[src/rtl/mem_data_arbiter_pkg.sv]
// Shared definitions for the data-memory arbiter: lock state encoding, reused
// by the debug interface to decode arbiter ownership.
package mem_data_arbiter_pkg;

  typedef enum logic [1:0] {
    UNLOCKED = 2'd0,
    LOCKED0  = 2'd1,
    LOCKED1  = 2'd2
  } lock_state_e;

endpackage : mem_data_arbiter_pkg

[src/rtl/mem_data_arbiter_if.sv]
// Requester and memory bus bundle for mem_data_arbiter. The slave modport is
// the arbiter's view; the master modport is the requesters plus memory.
interface mem_data_arbiter_if #(
  parameter int p_WORD_LEN = 16,
  parameter int p_ADDR_LEN = 10
);

  logic                  i_req0,    i_req1;
  logic                  i_we0,     i_we1;
  logic                  i_lock0,   i_lock1;
  logic [p_ADDR_LEN-1:0] i_addr0,   i_addr1;
  logic [p_WORD_LEN-1:0] i_wdata0,  i_wdata1;
  logic                  o_gnt0,    o_gnt1;
  logic                  o_rvalid0, o_rvalid1;
  logic [p_WORD_LEN-1:0] o_rdata0,  o_rdata1;
  logic                  o_lock_abort;
  logic                  o_mem_wr_en;
  logic [p_ADDR_LEN-1:0] o_mem_addr;
  logic [p_WORD_LEN-1:0] o_mem_wr_data;
  logic [p_WORD_LEN-1:0] i_mem_rd_data;

  modport slave (
    input  i_req0, i_req1, i_we0, i_we1, i_lock0, i_lock1,
           i_addr0, i_addr1, i_wdata0, i_wdata1, i_mem_rd_data,
    output o_gnt0, o_gnt1, o_rvalid0, o_rvalid1, o_rdata0, o_rdata1,
           o_lock_abort, o_mem_wr_en, o_mem_addr, o_mem_wr_data
  );

  modport master (
    output i_req0, i_req1, i_we0, i_we1, i_lock0, i_lock1,
           i_addr0, i_addr1, i_wdata0, i_wdata1, i_mem_rd_data,
    input  o_gnt0, o_gnt1, o_rvalid0, o_rvalid1, o_rdata0, o_rdata1,
           o_lock_abort, o_mem_wr_en, o_mem_addr, o_mem_wr_data
  );

endinterface : mem_data_arbiter_if

[src/rtl/mem_data_arbiter_rr_pick2.sv]
// Two-way round-robin selector: a lone requester wins; under contention the
// port that was not granted last wins.
module rr_pick2 (
  input  logic req0_i,
  input  logic req1_i,
  input  logic last_i,   // 1 = port 1 was granted last
  output logic gnt0_o,
  output logic gnt1_o
);

  assign gnt0_o = req0_i & (~req1_i |  last_i);
  assign gnt1_o = req1_i & (~req0_i | ~last_i);

endmodule : rr_pick2

[src/rtl/mem_data_arbiter.sv]
// Arbitrates the single-port data memory between the core load/store port (0)
// and the DMA/debug port (1), with a bounded lock for atomic RMW sequences.
module mem_data_arbiter
  import mem_data_arbiter_pkg::*;
#(
  parameter int p_WORD_LEN = 16,
  parameter int p_ADDR_LEN = 10,
  parameter int p_LOCK_MAX = 8
) (
  input  logic              i_clk,
  input  logic              i_rst,
  mem_data_arbiter_if.slave bus
);

  localparam int CNT_W = $clog2(p_LOCK_MAX + 1);
  localparam logic [CNT_W-1:0] CNT_MAX = CNT_W'(p_LOCK_MAX);

  lock_state_e           state_q, state_d;
  logic                  last_q, last_d;
  logic [CNT_W-1:0]      cnt_q, cnt_d, cnt_inc;
  logic                  abort_q, abort_d;
  logic                  rvalid0_q, rvalid1_q;
  logic [p_WORD_LEN-1:0] rdata0_q, rdata1_q;
  logic                  pick0, pick1;
  logic                  gnt0, gnt1;
  logic                  gnt_lock;
  logic [p_ADDR_LEN-1:0] mem_addr;
  logic [p_WORD_LEN-1:0] mem_wr_data;

  rr_pick2 u_pick (
    .req0_i (bus.i_req0),
    .req1_i (bus.i_req1),
    .last_i (last_q),
    .gnt0_o (pick0),
    .gnt1_o (pick1)
  );

  // Saturating lock counter increment.
  assign cnt_inc  = (cnt_q == CNT_MAX) ? cnt_q : cnt_q + CNT_W'(1);
  assign gnt_lock = gnt1 ? bus.i_lock1 : bus.i_lock0;

  // Grant decision and lock FSM next state.
  always_comb begin
    // NOTE: every variable gets a default first so no path can infer a latch.
    gnt0    = 1'b0;
    gnt1    = 1'b0;
    state_d = state_q;
    last_d  = last_q;
    cnt_d   = cnt_q;
    abort_d = 1'b0;

    if (!i_rst) begin
      unique case (state_q)
        UNLOCKED: begin gnt0 = pick0;       gnt1 = pick1;       end
        LOCKED0:  begin gnt0 = bus.i_req0;                      end
        LOCKED1:  begin                     gnt1 = bus.i_req1;  end
        default:  ;
      endcase
    end

    if (gnt0 | gnt1) begin
      last_d = gnt1;
      if (gnt_lock) begin
        if (cnt_inc >= CNT_MAX) begin
          // Lock budget spent: force release; abort beats a re-lock request.
          state_d = UNLOCKED;
          cnt_d   = '0;
          abort_d = 1'b1;
        end else begin
          state_d = gnt1 ? LOCKED1 : LOCKED0;
          cnt_d   = cnt_inc;
        end
      end else begin
        state_d = UNLOCKED;
        cnt_d   = '0;
      end
    end else if (state_q != UNLOCKED) begin
      // Owner dropped its request (or state is illegal): release the lock.
      state_d = UNLOCKED;
      cnt_d   = '0;
    end
  end

  // Memory bus mux: winner's address/data, port 0 when idle.
  always_comb begin
    mem_addr    = gnt1 ? bus.i_addr1  : bus.i_addr0;
    mem_wr_data = gnt1 ? bus.i_wdata1 : bus.i_wdata0;
  end

  // State, priority pointer, counter and registered read return.
  always_ff @(posedge i_clk) begin
    // NOTE: sequential state uses non-blocking assignments so every register
    // samples pre-edge values regardless of statement order.
    if (i_rst) begin
      state_q   <= UNLOCKED;
      last_q    <= 1'b1;
      cnt_q     <= '0;
      abort_q   <= 1'b0;
      rvalid0_q <= 1'b0;
      rvalid1_q <= 1'b0;
      rdata0_q  <= '0;
      rdata1_q  <= '0;
    end else begin
      state_q   <= state_d;
      last_q    <= last_d;
      cnt_q     <= cnt_d;
      abort_q   <= abort_d;
      rvalid0_q <= gnt0 & ~bus.i_we0;
      rvalid1_q <= gnt1 & ~bus.i_we1;
      if (gnt0 & ~bus.i_we0) rdata0_q <= bus.i_mem_rd_data;
      if (gnt1 & ~bus.i_we1) rdata1_q <= bus.i_mem_rd_data;
    end
  end

  assign bus.o_gnt0        = gnt0;
  assign bus.o_gnt1        = gnt1;
  assign bus.o_mem_wr_en   = (gnt0 & bus.i_we0) | (gnt1 & bus.i_we1);
  assign bus.o_mem_addr    = mem_addr;
  assign bus.o_mem_wr_data = mem_wr_data;
  assign bus.o_rvalid0     = rvalid0_q;
  assign bus.o_rvalid1     = rvalid1_q;
  assign bus.o_rdata0      = rdata0_q;
  assign bus.o_rdata1      = rdata1_q;
  assign bus.o_lock_abort  = abort_q;

endmodule : mem_data_arbiter

[src/flat_wrapper.sv]
// flat-port wrapper written by rule: the top's interface ports become plain ports
module mem_data_arbiter_flat import mem_data_arbiter_pkg::*;
#(
  parameter int p_WORD_LEN = 16,
  parameter int p_ADDR_LEN = 10,
  parameter int p_LOCK_MAX = 8
)
  (i_clk, i_rst, bus_i_req0, bus_i_req1, bus_i_we0, bus_i_we1, bus_i_lock0, bus_i_lock1, bus_i_addr0, bus_i_addr1, bus_i_wdata0, bus_i_wdata1, bus_i_mem_rd_data, bus_o_gnt0, bus_o_gnt1, bus_o_rvalid0, bus_o_rvalid1, bus_o_rdata0, bus_o_rdata1, bus_o_lock_abort, bus_o_mem_wr_en, bus_o_mem_addr, bus_o_mem_wr_data);
  mem_data_arbiter_if #(.p_WORD_LEN(p_WORD_LEN), .p_ADDR_LEN(p_ADDR_LEN)) bus_i ();
  input  logic i_clk;
  input  logic i_rst;
  input wire logic [$bits(bus_i.i_req0)-1:0] bus_i_req0;
  input wire logic [$bits(bus_i.i_req1)-1:0] bus_i_req1;
  input wire logic [$bits(bus_i.i_we0)-1:0] bus_i_we0;
  input wire logic [$bits(bus_i.i_we1)-1:0] bus_i_we1;
  input wire logic [$bits(bus_i.i_lock0)-1:0] bus_i_lock0;
  input wire logic [$bits(bus_i.i_lock1)-1:0] bus_i_lock1;
  input wire logic [$bits(bus_i.i_addr0)-1:0] bus_i_addr0;
  input wire logic [$bits(bus_i.i_addr1)-1:0] bus_i_addr1;
  input wire logic [$bits(bus_i.i_wdata0)-1:0] bus_i_wdata0;
  input wire logic [$bits(bus_i.i_wdata1)-1:0] bus_i_wdata1;
  input wire logic [$bits(bus_i.i_mem_rd_data)-1:0] bus_i_mem_rd_data;
  output wire logic [$bits(bus_i.o_gnt0)-1:0] bus_o_gnt0;
  output wire logic [$bits(bus_i.o_gnt1)-1:0] bus_o_gnt1;
  output wire logic [$bits(bus_i.o_rvalid0)-1:0] bus_o_rvalid0;
  output wire logic [$bits(bus_i.o_rvalid1)-1:0] bus_o_rvalid1;
  output wire logic [$bits(bus_i.o_rdata0)-1:0] bus_o_rdata0;
  output wire logic [$bits(bus_i.o_rdata1)-1:0] bus_o_rdata1;
  output wire logic [$bits(bus_i.o_lock_abort)-1:0] bus_o_lock_abort;
  output wire logic [$bits(bus_i.o_mem_wr_en)-1:0] bus_o_mem_wr_en;
  output wire logic [$bits(bus_i.o_mem_addr)-1:0] bus_o_mem_addr;
  output wire logic [$bits(bus_i.o_mem_wr_data)-1:0] bus_o_mem_wr_data;
  assign bus_i.i_req0 = bus_i_req0;
  assign bus_i.i_req1 = bus_i_req1;
  assign bus_i.i_we0 = bus_i_we0;
  assign bus_i.i_we1 = bus_i_we1;
  assign bus_i.i_lock0 = bus_i_lock0;
  assign bus_i.i_lock1 = bus_i_lock1;
  assign bus_i.i_addr0 = bus_i_addr0;
  assign bus_i.i_addr1 = bus_i_addr1;
  assign bus_i.i_wdata0 = bus_i_wdata0;
  assign bus_i.i_wdata1 = bus_i_wdata1;
  assign bus_i.i_mem_rd_data = bus_i_mem_rd_data;
  assign bus_o_gnt0 = bus_i.o_gnt0;
  assign bus_o_gnt1 = bus_i.o_gnt1;
  assign bus_o_rvalid0 = bus_i.o_rvalid0;
  assign bus_o_rvalid1 = bus_i.o_rvalid1;
  assign bus_o_rdata0 = bus_i.o_rdata0;
  assign bus_o_rdata1 = bus_i.o_rdata1;
  assign bus_o_lock_abort = bus_i.o_lock_abort;
  assign bus_o_mem_wr_en = bus_i.o_mem_wr_en;
  assign bus_o_mem_addr = bus_i.o_mem_addr;
  assign bus_o_mem_wr_data = bus_i.o_mem_wr_data;
  mem_data_arbiter #(.p_WORD_LEN(p_WORD_LEN), .p_ADDR_LEN(p_ADDR_LEN), .p_LOCK_MAX(p_LOCK_MAX)) u_core (.i_clk(i_clk), .i_rst(i_rst), .bus(bus_i));
endmodule
[config.mk]
export PLATFORM = sky130hd
export DESIGN_NAME = mem_data_arbiter_flat
export DESIGN_NICKNAME = d
export VERILOG_FILES = /design/src/rtl/mem_data_arbiter_pkg.sv /design/src/rtl/mem_data_arbiter_if.sv /design/src/rtl/mem_data_arbiter_rr_pick2.sv /design/src/rtl/mem_data_arbiter.sv /design/src/flat_wrapper.sv
export SDC_FILE = /design/constraint.sdc
export NUM_CORES = 1
export LEC_CHECK = 0
export CAP_MARGIN = 15
export CORE_MARGIN = 2
export CORE_UTILIZATION = 34
export DETAILED_ROUTE_END_ITERATION = 8
export GPL_TIMING_DRIVEN = 0
export MAX_ROUTING_LAYER = met4
export PLACE_DENSITY = 0.9
export SLEW_MARGIN = 20
export SYNTH_ARGS = -nofsm -noshare
export SYNTH_HDL_FRONTEND = slang
export SYNTH_SLANG_ARGS = --single-unit
export TNS_END_PERCENT = 30
[constraint.sdc]
create_clock -name i_clk -period 2.3 [get_ports i_clk]
set_clock_uncertainty 0.05 [all_clocks]
set_input_delay 0.46 -clock i_clk [delete_from_list [all_inputs] [get_ports i_clk]]
set_output_delay 0.46 -clock i_clk [all_outputs]
set_load 0.01 [all_outputs]
Word-level counts from Yosys, hierarchy flattened
Index checks and enable logic that the tools add are counted.

Register bits after elaboration: 42. Bits of input ports: 76. Output and inout port bits: 64. Word-level logic and storage cells: 52.

Add/subtract/negate cells: 1. $lt $le $gt $ge: 1. Equality and inequality tests: 3. Mux-type cells: 18. Bitwise gates (word level): 17. Reduce and logical (&&, ||, !) cells: 4.

Operators with widths (number): two-way mux 4 bit (5); two-way mux 16 bit (1); two-way mux 10 bit (1); two-way mux 2 bit (5); inverter 1 bit (7); bitwise AND 1 bit (6); adder 4 x 1 -> 4 bit, second input constant (1); == test 4 bit, second input constant (1); >= comparator 4 bit, second input constant (1); two-way mux 1 bit (4); OR 1 bit (4); one-hot mux 1 bit (2 select lines) (2); nonzero test 2 bit (2); OR reduction 3 bit (1); == test 2 x 1 -> 1 bit, second input constant (1); == test 2 bit, second input constant (1); zero test 2 bit (1).

Logic depth before layout (Yosys ltp)
Depth after elaboration: 9. Depth in mapped cells: 7. Mapped depth without buffers: 5.

Modules after synthesis
From an unflattened synthesis, not the netlist that was laid out.

Cells, all modules: 263. Area, all modules: 2019.4 um^2.

Modules (own cells, without submodules): mem_data_arbiter (instances 1, cells an instance 260, area an instance 2000.7 um^2, sequential area each 840.8 um^2); rr_pick2 (instances 1, cells an instance 3, area an instance 18.8 um^2, sequential area each 0.0 um^2).

Worst setup path after synthesis
Ideal clock, no wire load.

Kind: input -> output. From: input port i_rst. To: output port bus_o_mem_addr[0]. Arrival time: 1.679 ns. Required time: 1.790 ns. Path slack: 0.111 ns. Stages on the path: 7. Path buffers: 2. Cells stage by stage: or3b_4 > or2_2 > buf_2 > inv_2 > buf_4 > nand2_1 > nand2_1.

Cells in the longest elaborated chain, start to end: 2.

Ends and longest elaborated chain: start, declared (RTL line flat_wrapper.sv:11) `input logic i_rst;`; two-way mux 1 bit (RTL line mem_data_arbiter.sv:52) `if (!i_rst) begin`; named net bus_o_gnt1 (RTL line flat_wrapper.sv:24) `output wire logic [$bits(bus_i.o_gnt1)-1:0] bus_o_gnt1;`; two-way mux 10 bit (RTL line mem_data_arbiter.sv:86) `mem_addr = gnt1 ? bus.i_addr1 : bus.i_addr0;`; end, declared (RTL line flat_wrapper.sv:31) `output wire logic [$bits(bus_i.o_mem_addr)-1:0] bus_o_mem_addr;`.

The timed path passes the listed nets, and every way through them passes these cells.

Worst setup path in the final report
From: register u_core.state_q[0]. To: output port bus_o_mem_wr_data[10].

Cells in the longest elaborated chain, start to end: 4. Elaborated cells between the ends (all ways): 5. Those cells by class: eq/ne (1); mux (3); reduce/logical (1).

Ends and longest elaborated chain: start, declared (RTL line mem_data_arbiter.sv:18) `lock_state_e state_q, state_d;`; start signal, assigned (RTL line mem_data_arbiter.sv:104) `state_q <= state_d;`; == test 2 bit or zero test 2 bit (tied branches) (RTL line mem_data_arbiter.sv:53) `unique case (state_q)`; one-hot mux 1 bit (2 select lines) * (RTL line mem_data_arbiter.sv:53); two-way mux 1 bit * (RTL line mem_data_arbiter.sv:52); two-way mux 16 bit * (RTL line mem_data_arbiter.sv:87) `mem_wr_data = gnt1 ? bus.i_wdata1 : bus.i_wdata0;`; end, declared (RTL line flat_wrapper.sv:32) `output wire logic [$bits(bus_i.o_mem_wr_data)-1:0] bus_o_mem_wr_data;`.

Mark *: on every way between the ends. The rest lies on a longest branch, timed or not.

==> results.md <==
* Worst-path cell chain: or3b_4 > or2_4 > inv_8 > buf_6 > nand2_1 > nand2_1 > buf_2
* Die ar. at 0.00628 mm^2
* Arrival @ worst endpoint at 1.75 ns
* Final Power at 0.00167 W
* CTS tree: built
* Period minus WS final at 2.26 ns
* Switching share of total power at 0.268
* Mapped Avg Cell Area at 7.67 um^2
* Final net count at 482
* Largest area contributor in the netlist: dfxtp_1
* Worst-margin pin slew at 0.650 ns
* Clock power share at 0.275
* Layout cells sized above 1 at 0.190
* Maximum clock rate at 0.442 GHz
* Leak Pwr at 1.47 nW
* Worst skew pair latency at 0.29 ns
* Dominant cells by area after synthesis: dfxtp_1 (44%), nand2_1 (18%), mux2i_1 (8.3%)
* CTS sink count at 42
* WP data required at 1.79 ns
* Worst setup SP type: flip-flop
* CP Class: reg -> out
* Crit-path max FO at 8
* Slowest CP cell: or3b_4
* Ys flop type: dfxtp_1
* Critical Path End Type: output port
* Post-DP HPWL at 4980 um
* Setup violations, final at 0
* Yosys reg bits at 42
* Root buf cell: clkbuf_8
* Sequential area share after synthesis at 0.437
* Max-cap viol count at 0
* Total CTS buffers at 5
* Core area at 0.00547 mm^2
* Mapped cell area at 0.00193 mm^2
* Initial DRC count at 76
* Layout Utilization at 0.647
* Fin. max-slew vios at 0
* Fillcell total at 471
* # IOs at 140
* Fin Hold WS at 0.425 ns
* Worst hold start: u_core.bus.o_rdata1[4]
* Vias in the first global route at 2101
* Cell area power density at 471 mW/mm^2
* Detailed Route WL at 6640 um
* GR Util All Layers at 0.206
* Final period util at 0.984
* Family with the most delay on the worst path: simple AND/OR/NAND/NOR gates
* Worst R2R End: u_core.bus.o_rdata1[9]
* Rel. slew slack at 0.561
* Drt wl/cell at 13.9 um
* Dpl cell area at 0.00340 mm^2
* Post-route cell area at 0.00354 mm^2
* Starting Density at 0.352
* Gr ovfl total at 0
* Worst Path Buf+Inv at 3
* Die Height at 79.3 um
* Min-Delay Path Depth at 2
* Synth async-reset ratio at 0
* Port bufs at 138
* Comb pwr share at 0.267
* Sequential Area at 842 um^2
* R2R setup slack at 0.44 ns
* Routed Antenna Nets at 0
* RSZ-0062 raised after global routing: yes
* Outcome: completed
* Drt pass-1 iters at 4
* Peak supply drop at 0.000316 V
* Net Sw Power at 0.000447 W
* Hold EP: u_core.bus.o_rdata1[4]
* Area Growth Syn to Fin at 83.9%
* Synth warnings at 0
* Synth Net Count at 329
* Routability cong. at 0.780
* Multi-input gate area at 0.00103 mm^2
* Sequential power share at 0.458
* Ant diodes at 0
* Final hold vios at 0
* DR DRC count at 0
* Number of synthesized flops with an enable pin at 0
* R2r worst-path depth at 6
* Largest net degree at the start of global routing at 14
* Worst-path clk slew at 0.08 ns
* Synthesized instance count at 251
* Hold crit path type: reg -> reg
* Unique masters post-synth at 33
* First-pass GRT wire length at 10100 um
* Cell Rows at 27
* Post-synth top area share at 0.437
* Initial antenna violation count at 0
* Die W at 79.3 um
* Via density per instance at 4.55
* Vias after detailed routing at 2169
* Max stage delay on crit path at 0.37 ns
* Reg-to-Reg Start: u_core.state_q[0]
* H-tree depth at 2
* CP most frequent cell: nand2_1
* # hold bufs at CTS at 0
* Internal Power at 0.00122 W
* CTS Buffer Depth at 2
==> worst max path at each step <==
stage,startpoint,to,slack [ns],depth (start not counted)
floorplan,i_rst,bus_o_mem_addr[0],0.11,7
global placement,bus_i_req1,bus_o_mem_wr_data[1],-1.02,9
detailed placement,bus_i_req1,bus_o_mem_wr_data[14],-1.04,9
CTS,u_core.state_q[0],bus_o_mem_wr_en,0.004,5
global route,u_core.state_q[0],bus_o_mem_wr_data[7],-0.02,7
finish,u_core.state_q[0],bus_o_mem_wr_data[10],0.04,7
==> state kept, by name (all words and copies together) (netlist names) <==
name                     flops
u_core.bus.o_rdata0         16
u_core.bus.o_rvalid0         1
u_core.bus.o_rvalid1         1
u_core.last_q                1
u_core.bus.o_lock_abort      1
u_core.cnt_q                 4
u_core.state_q               2
u_core.bus.o_rdata1         16
==> tightest hold or removal path, cell delays in order, from the launching register on <==
cell and delay [ns]:
dfxtp_1 0.31, o21ai_0 0.06, a21oi_1 0.06
==> cell type report <==
class                   count  area share
inverters                   4     0.00636
well taps                  72      0.0254
repair buffers            147       0.384
clock buffers               6      0.0205
multi-input cells         189       0.292
plain buffers              15      0.0297
flip-flops and latches     42       0.238
clock inverters             2     0.00389
==> cells in the mapped netlist, types with 2 or more instances <==
library cell,n
buf_2,4
dfxtp_1,42
buf_4,3
nor2_1,20
o21ai_0,16
nand2_1,94
and2_1,2
clkbuf_1,9
inv_1,3
a21oi_1,17
ha_1,2
or3b_4,2
mux2i_1,16
a22o_1,2
==> logic make-up (layout without fill, tap and decap cells) <==
family,count (synthesis),in the layout,share of synthesized area
xor+xnor,1,1,0.00455
compound gates,42,42,0.135
flops,42,42,0.437
mux,16,16,0.0832
fa+ha+maj,2,2,0.0130
simple gates,128,128,0.281
buf+inv,20,174,0.0474
==> stage by stage <==
step	worst slack [ns]	cells	setup TNS, ns
6_report	0.0362	477	0
5_1_grt	-0.0197	477	-0.110
4_1_cts	0.00447	477	0
3_5_place_dp	-1.04	461	-31.72
3_3_place_gp	-1.02	461	-29.98
2_1_floorplan	0.111	251	0
==> metal layers <==
layer,share of wire,up-vias,GRT usage
met4,0.018,0,0.0552
li1,-,1127,-
met5,0,-,-
met2,0.51,61,0.345
met1,0.43,968,0.252
met3,0.047,13,0.0455
==> timing repair <==
item	in CTS	in global routing
setup endpoints to repair	29	25
buffers inserted	6	0
gates cloned	3	0
pin swaps	4	8
gates resized for setup	141	21
==> power by group through the flow <==
stage | registers (W) | clock network [W] | logic [W]
final | 0.000764 | 0.000459 | 0.000445
after global routing | 0.000767 | 0.000508 | 0.000480
after CTS | 0.000763 | 0.000474 | 0.000427
after detailed placement | 0.000780 | 0 | 0.000438
after global placement | 0.000779 | 0 | 0.000432
after floorplan | 0.000787 | 0 | 0.000148
==> cell usage in the layout (no fill, tap or decap), types with 3 or more instances in the layout <==
cell             count
buf_2               24
nand2_1             81
dfxtp_1             41
o21ai_0             16
nand2_2             13
inv_1                3
a21oi_1             17
clkbuf_1             8
nor2_1              20
buf_6               12
clkbuf_8             7
mux2i_1             16
buf_4                6
clkdlybuf4s50_1    106
No activity file was read; power rests on OpenSTA's default activity.
